**config.mk**
```make
export PLATFORM = sky130hd
export DESIGN_NAME = multiword_add_sequencer
export DESIGN_NICKNAME = d
export VERILOG_FILES = /design/src/rtl/multiword_add_sequencer_pkg.sv /design/src/rtl/multiword_add_sequencer_adder_slice.sv /design/src/rtl/multiword_add_sequencer.sv
export SDC_FILE = /design/constraint.sdc
export NUM_CORES = 1
export LEC_CHECK = 0
export CAP_MARGIN = 10
export CORE_ASPECT_RATIO = 0.8
export CORE_MARGIN = 1.5
export CORE_UTILIZATION = 55
export DETAILED_ROUTE_END_ITERATION = 8
export GPL_TIMING_DRIVEN = 1
export PLACE_DENSITY_LB_ADDON = 0.12
export SKIP_CTS_REPAIR_TIMING = 1
export SYNTH_ARGS = -nofsm -noshare
export SYNTH_HDL_FRONTEND = slang
export SYNTH_SLANG_ARGS = --single-unit
```
**constraint.sdc**
```tcl
create_clock -name clk -period 7.2 [get_ports clk]
set_clock_uncertainty 0.2 [all_clocks]
set_input_delay 1.8 -clock clk [delete_from_list [all_inputs] [get_ports clk]]
set_output_delay 1.8 -clock clk [all_outputs]
set_load 0.005 [all_outputs]
```
**src/rtl/multiword_add_sequencer_pkg.sv**
```systemverilog
// Shared types and defaults for the slice-serial wide add/subtract sequencer.
// Holds the FSM encoding, the default geometry and the index-width helper.
package multiword_add_sequencer_pkg;

   typedef enum logic [1:0] {
      IDLE = 2'd0,
      RUN  = 2'd1,
      DONE = 2'd2
   } state_t;

   localparam int DEF_SLICE_W    = 6;
   localparam int DEF_NUM_SLICES = 4;

   // A single-slice configuration still needs a 1-bit index register.
   function automatic int idx_width(input int n);
      return (n > 1) ? $clog2(n) : 1;
   endfunction

endpackage

```
**src/rtl/multiword_add_sequencer_adder_slice.sv**
```systemverilog
// Combinational SLICE_W-bit ripple-carry adder used once per cycle by the sequencer.
// Also exposes the carry into its MSB so the caller can form signed overflow.
module adder_slice
   import multiword_add_sequencer_pkg::*;
#(
   parameter int W = DEF_SLICE_W
) (
   input  logic [W-1:0] A,
   input  logic [W-1:0] B,
   input  logic         CIN,
   output logic [W-1:0] SUM,
   output logic         COUT,
   output logic         C_MSB
);

   always_comb begin
      logic c;
      SUM   = '0;
      C_MSB = 1'b0;
      c     = CIN;
      for (int i = 0; i < W; i++) begin
         if (i == W - 1) C_MSB = c;
         SUM[i] = A[i] ^ B[i] ^ c;
         c      = (A[i] & B[i]) | (c & (A[i] ^ B[i]));
      end
      COUT = c;
   end

endmodule

```
**src/rtl/multiword_add_sequencer.sv**
```systemverilog
// Wide add/subtract computed LSB-first, one SLICE_W slice per clock, on a single adder slice.
// Carry is chained between cycles in a register; result is held until the next accepted start.
module multiword_add_sequencer
   import multiword_add_sequencer_pkg::*;
#(
   parameter  int SLICE_W    = DEF_SLICE_W,
   parameter  int NUM_SLICES = DEF_NUM_SLICES,
   localparam int TOTAL_W    = SLICE_W * NUM_SLICES
) (
   input  logic               clk,
   input  logic               reset,
   input  logic               start,
   input  logic               SUB,
   input  logic [TOTAL_W-1:0] A,
   input  logic [TOTAL_W-1:0] B,
   output logic               ready,
   output logic               done,
   output logic [TOTAL_W-1:0] SUM,
   output logic               COUT,
   output logic               OVF
);

   localparam int IDX_W = idx_width(NUM_SLICES);
   localparam logic [IDX_W-1:0] LAST_IDX = IDX_W'(NUM_SLICES - 1);

   state_t                    state_reg, state_next;
   logic [IDX_W-1:0]          idx_reg;
   logic                      carry_reg;
   logic [TOTAL_W-1:0]        a_sh_reg, b_sh_reg, res_sh_reg, sum_reg;
   logic                      cout_reg, ovf_reg;

   logic [SLICE_W-1:0]        slice_sum;
   logic                      slice_cout, slice_c_msb;
   logic [TOTAL_W+SLICE_W-1:0] res_cat;
   logic                      last_slice;

   adder_slice #(.W(SLICE_W)) u_slice (
      .A     (a_sh_reg[SLICE_W-1:0]),
      .B     (b_sh_reg[SLICE_W-1:0]),
      .CIN   (carry_reg),
      .SUM   (slice_sum),
      .COUT  (slice_cout),
      .C_MSB (slice_c_msb)
   );

   // New slice enters at the top; after NUM_SLICES shifts slice 0 sits at the LSB.
   assign res_cat    = {slice_sum, res_sh_reg};
   assign last_slice = (idx_reg == LAST_IDX);

   always_comb begin
      state_next = state_reg;
      ready      = 1'b0;
      done       = 1'b0;
      case (state_reg)
         IDLE: begin
            ready = 1'b1;
            if (start) state_next = RUN;
         end
         RUN: begin
            if (last_slice) state_next = DONE;
         end
         DONE: begin
            done       = 1'b1;
            state_next = IDLE;
         end
         default: state_next = IDLE;
      endcase
   end

   always_ff @(posedge clk) begin
      if (reset) begin
         state_reg  <= IDLE;
         idx_reg    <= '0;
         carry_reg  <= 1'b0;
         a_sh_reg   <= '0;
         b_sh_reg   <= '0;
         res_sh_reg <= '0;
         sum_reg    <= '0;
         cout_reg   <= 1'b0;
         ovf_reg    <= 1'b0;
      end else begin
         state_reg <= state_next;
         case (state_reg)
            IDLE: begin
               if (start) begin
                  // Subtraction is A + ~B + 1, the +1 entering as the initial carry.
                  a_sh_reg  <= A;
                  b_sh_reg  <= SUB ? ~B : B;
                  carry_reg <= SUB;
                  idx_reg   <= '0;
               end
            end
            RUN: begin
               res_sh_reg <= res_cat[TOTAL_W+SLICE_W-1:SLICE_W];
               a_sh_reg   <= a_sh_reg >> SLICE_W;
               b_sh_reg   <= b_sh_reg >> SLICE_W;
               carry_reg  <= slice_cout;
               idx_reg    <= idx_reg + 1'b1;
               if (last_slice) begin
                  sum_reg  <= res_cat[TOTAL_W+SLICE_W-1:SLICE_W];
                  cout_reg <= slice_cout;
                  ovf_reg  <= slice_c_msb ^ slice_cout;
               end
            end
            default: ;
         endcase
      end
   end

   assign SUM  = sum_reg;
   assign COUT = cout_reg;
   assign OVF  = ovf_reg;

endmodule

```
Word-level counts from Yosys, hierarchy flattened
Cells that the tools add are included.
W data, S select, Z words.
{ "op_classes": {"addsub": 1, "bitwise": 32, "n_lt_le_gt_ge": 0, "eq_ne": 5, "mul": 0, "div": 0, "shift": 0, "reduce_logical": 5, "n_mux": 14} }
{ "ops": {"columns": ["operator", "count"], "rows": [
  ["$pmux W24 S2", 2],
  ["$mux W24", 3],
  ["$not A24 Y24", 1],
  ["$xor A1 B1 Y1", 13],
  ["$and A1 B1 Y1", 12],
  ["$pmux W2 S2", 2],
  ["$mux W2", 3],
  ["$or A1 B1 Y1", 6],
  ["$reduce_and A2 Y1", 3],
  ["$eq A2 B2 Y1 const B", 2],
  ["$ne A2 B2 Y1 const B", 2],
  ["$mux W1", 3],
  ["$add A2 B1 Y2 const B", 1],
  ["$eq A2 B1 Y1 const B", 1],
  ["$logic_not A2 Y1", 1],
  ["$pmux W1 S2", 1],
  ["$reduce_bool A2 Y1", 1]
]} }
{ "totals": {"mem_bits_ro": 0, "out_inout_bits": 28, "wordCells": 66, "ff_bits": 103, "ram_bits": 0, "latch_bits": 0, "n_memories": 0} }

Longest topological paths before layout
{ "depth": {"word_depth": 14, "mapped_depth": 12, "mapped_depth_nobuf": 12} }

Hierarchy
Synthesis repeated with hierarchy kept, for this count alone.
{ "unflattened": {"cells_unflattened": 483, "hier_area_um2": 4122.7} }
{ "modules_own_cells": {"columns": ["module", "cells_per_inst", "seq_area_each_um2", "instances", "area_per_inst_um2"], "rows": [
  ["multiword_add_sequencer", 467, 1941.9, 1, 3965.1],
  ["adder_slice", 16, 0.0, 1, 157.7]
]} }

Least setup slack after synthesis
No wires, ideal clock.
{ "synth_timing": {"kind": "in2reg", "start": "input port reset", "end": "register b_sh_reg[10]", "setup_time_ns": 0.059, "path_stages": 6, "arrival_time_ns": 2.839, "setup_slack_ns": 4.102, "path_cell_list": "buf_6 or4b_4 buf_6 buf_6 nor2_1 a221o_1"} }
{ "synth_rtl": {"columns": ["item", "line_no", "rtl"], "rows": [
  ["start, declared", "multiword_add_sequencer.sv:11", "input logic reset,"],
  ["end signal, assigned", "multiword_add_sequencer.sv:88", "b_sh_reg <= SUB ? ~B : B;"],
  ["end signal, assigned", "multiword_add_sequencer.sv:96", "b_sh_reg <= b_sh_reg >> SLICE_W;"],
  ["end, declared", "multiword_add_sequencer.sv:29", "logic [TOTAL_W-1:0] a_sh_reg, b_sh_reg, res_sh_reg, sum_reg;"]
]} }

Worst setup path in the final report
{ "layout_timing": {"start": "input port start", "end": "register b_sh_reg[15]"} }
{ "layout_between": {"elab_chain_len": 2} }
{ "layout_rtl": {"columns": ["item", "line_no", "rtl"], "rows": [
  ["start, declared", "multiword_add_sequencer.sv:12", "input logic start,"],
  ["$ne A2 B2 Y1 (no line)", null, null],
  ["$reduce_and A2 Y1 (no line)", null, null]
]} }
No other way between the ends.
A chain may end at the register's enable or synchronous reset.

==> out/metrics.yaml <==
outcome:
  status: "finished, final reports clean"
final_layout:
  nets: 558
  syn2layout_area_growth_pct: 23.2
  diodes: 0
  final_core_util_pct: 70.8
  instances_no_fill: 591
  fin_area_um2: 4930
  layout-drive-gt1-share_pct: 5.16
worst_setup_path:
  r2r_slack_ps: 3880
  worstPathRequired_ps: 7230
  critPathLaunch: "start"
  reg2reg_from: "carry_reg"
  reg2reg_to: "SUM[23]"
  crit_type: "in -> reg"
  start_kind: "input pin"
  end_kind: "flip-flop"
  worstPathArrival_ps: 3670
  endpoint: "b_sh_reg[15]"
  cp_max_fo: 38
  reg2reg_depth: 10
synth:
  synth_seq_cells: 97
  synth_edf_count: 0
  ys_seq_area_share_pct: 48.6
  ys_types: 33
  mappedNetlistArea_um2: 4000
  async_reset_ff_share_pct: 0
  syn_nets: 501
  syn_avg_cell_area_um2: 9.05
  yosysWarnings: 0
  synth_cells: 442
  ys.flop_type: "dfxtp_1"
floorplanning:
  rows: 27
  floorplan.initialDensity_pct: 57.5
  coreArea_um2: 6960
  die_h_um: 79.3
  die_x_um: 98.3
  dieArea_um2: 7790
  pin_count: 80
cts:
  cts_tree: "yes"
  clock_sinks: 97
  clk_path_buf_depth: 2
  cts-buffers-inserted: 9
  cts_max_level: 3
  clkTransAtPathRegs_ps: 90
  worstSkewPairLatency_ps: 350
  cts-root-buf: "clkbuf_8"
power:
  seq_power_share_pct: 54.7
  p_sw_mw: 0.269
  clkPwrFrac_pct: 32.1
  power_leakage_nw: 1.75
  p_sw_share_pct: 25.2
  cellPowerDensity_nw_per_um2: 216
  total_power_mw: 1.07
  comb_power_share_pct: 13.2
  peakVddDrop_mv: 0.0996
  p_int_mw: 0.798
route:
  drc: 0
  first_pass_iters: 5
  drt_iter0_drc: 93
  vias_per_cell: 5.41
  ant_nets: 0
  vias: 3198
  routed_wl_um: 8360
  wl_per_cell_um: 14.2
place:
  dpl.cell_count: 575
  port_buffers: 79
  dp_hpwl_um: 5820
  gp_congestion: 0.807
  placed_cell_area_um2: 4730
  preCtsSetupSlack_ps: 3240
grt:
  grt-ovfl-total: 0
  antenna_found_initial: 0
  grt_max_degree: 51
  grt_pass1_wl_um: 13800
  grt_pass1_vias: 2885
  grtUsageTotal_pct: 22.1
min_path:
  min_path_type: "reg -> reg"
  hp-start: "SUM[12]"
timing:
  setup_viol: 0
  rsz0062_at_grt: "false"
  slew_viol_final: 0
  whs_ps: 258
  min_period_ps: 3640
  max_freq_mhz: 275
  fin_tns_setup_ps: 0
  finalCritPeriodShare_pct: 50.5
  setup_slack_ps: 3560
  slew_headroom_pct: 29.6
  hold_viol_final: 0
  tightest_slew_ps: 1060
flow_run:
  drv_cap: 0
[worst max-delay path, stage by stage]
cell             delay, ps
clkdlybuf4s50_1        550
o21ba_2                640
nor2_2                 320
a221o_1                370
[Yosys cell counts, types with 3 or more instances]
master / number / area, µm²
dfxtp_1: 97 / 1940
nand2_1: 85 / 319
nor2_1: 53 / 199
a21oi_1: 45 / 225
a211oi_1: 23 / 173
xnor2_1: 21 / 184
mux2i_1: 19 / 190
a221o_1: 18 / 180
buf_2: 16 / 80.1
clkbuf_1: 13 / 48.8
inv_1: 7 / 26.3
a22oi_1: 6 / 45.0
fa_1: 6 / 120
nand3_1: 5 / 25.0
xor2_1: 4 / 35.0
buf_4: 3 / 22.5
buf_6: 3 / 33.8
[final cells by class]
cell class / count / area, µm²
clock buffer: 13 / 179
clock inverter: 3 / 22.5
fill: 571 / 2030
inverter: 7 / 26.3
multi-input combinational: 302 / 1840
sequential: 97 / 1940
tap: 87 / 109
timing repair buffer: 82 / 808
[power groups by stage]
stage | logic, mW | clock network [mW] | registers [mW]
finish | 0.141 | 0.343 | 0.583
global route | 0.156 | 0.371 | 0.587
CTS | 0.142 | 0.346 | 0.583
detailed placement | 0.141 | 0 | 0.595
global placement | 0.137 | 0 | 0.595
floorplan | 0.0975 | 0 | 0.590
[how the worst min path moves through the flow]
stage / cells past startpoint / end / slack [ps]
after CTS: 2 / SUM[17] / 260
final: 2 / SUM[12] / 260
after detailed placement: 2 / SUM[17] / 250
after global placement: 2 / SUM[13] / 240
after global routing: 2 / SUM[4] / 280
after floorplan: 2 / SUM[0] / 230
[cells by family (layout without fill, tap and decap cells)]
logic type | Yosys count | after routing | share of synthesized area, %
muxes | 19 | 19 | 4.76
AOI/OAI and AO/OA | 98 | 98 | 16.8
xor gates and xnor gates | 25 | 25 | 5.48
and+or+nand+nor | 153 | 153 | 15.7
buffers and inverters | 43 | 105 | 5.38
DFF | 97 | 97 | 48.6
adders and majority gates | 7 | 7 | 3.32
[layer usage]
metal	up-vias	wire length (µm)	track usage, %
met1	1484	4040	31.1
met2	93	3790	34.3
met3	10	418	4.05
met4	0	119	7.75
li1	1611	-	-
met5	-	0	0
[layout by cell type (no fill, tap or decap), types with 13 or more instances in the layout]
| cell type | instances |
|---|---|
| clkbuf_8 | 13 |
| nor2_1 | 53 |
| mux2i_1 | 19 |
| a21oi_1 | 45 |
| nand2_1 | 85 |
| clkdlybuf4s50_1 | 78 |
| dfxtp_1 | 97 |
| a221o_1 | 18 |
| xnor2_1 | 21 |
| a211oi_1 | 23 |
Power figures use the tool's default switching activity.
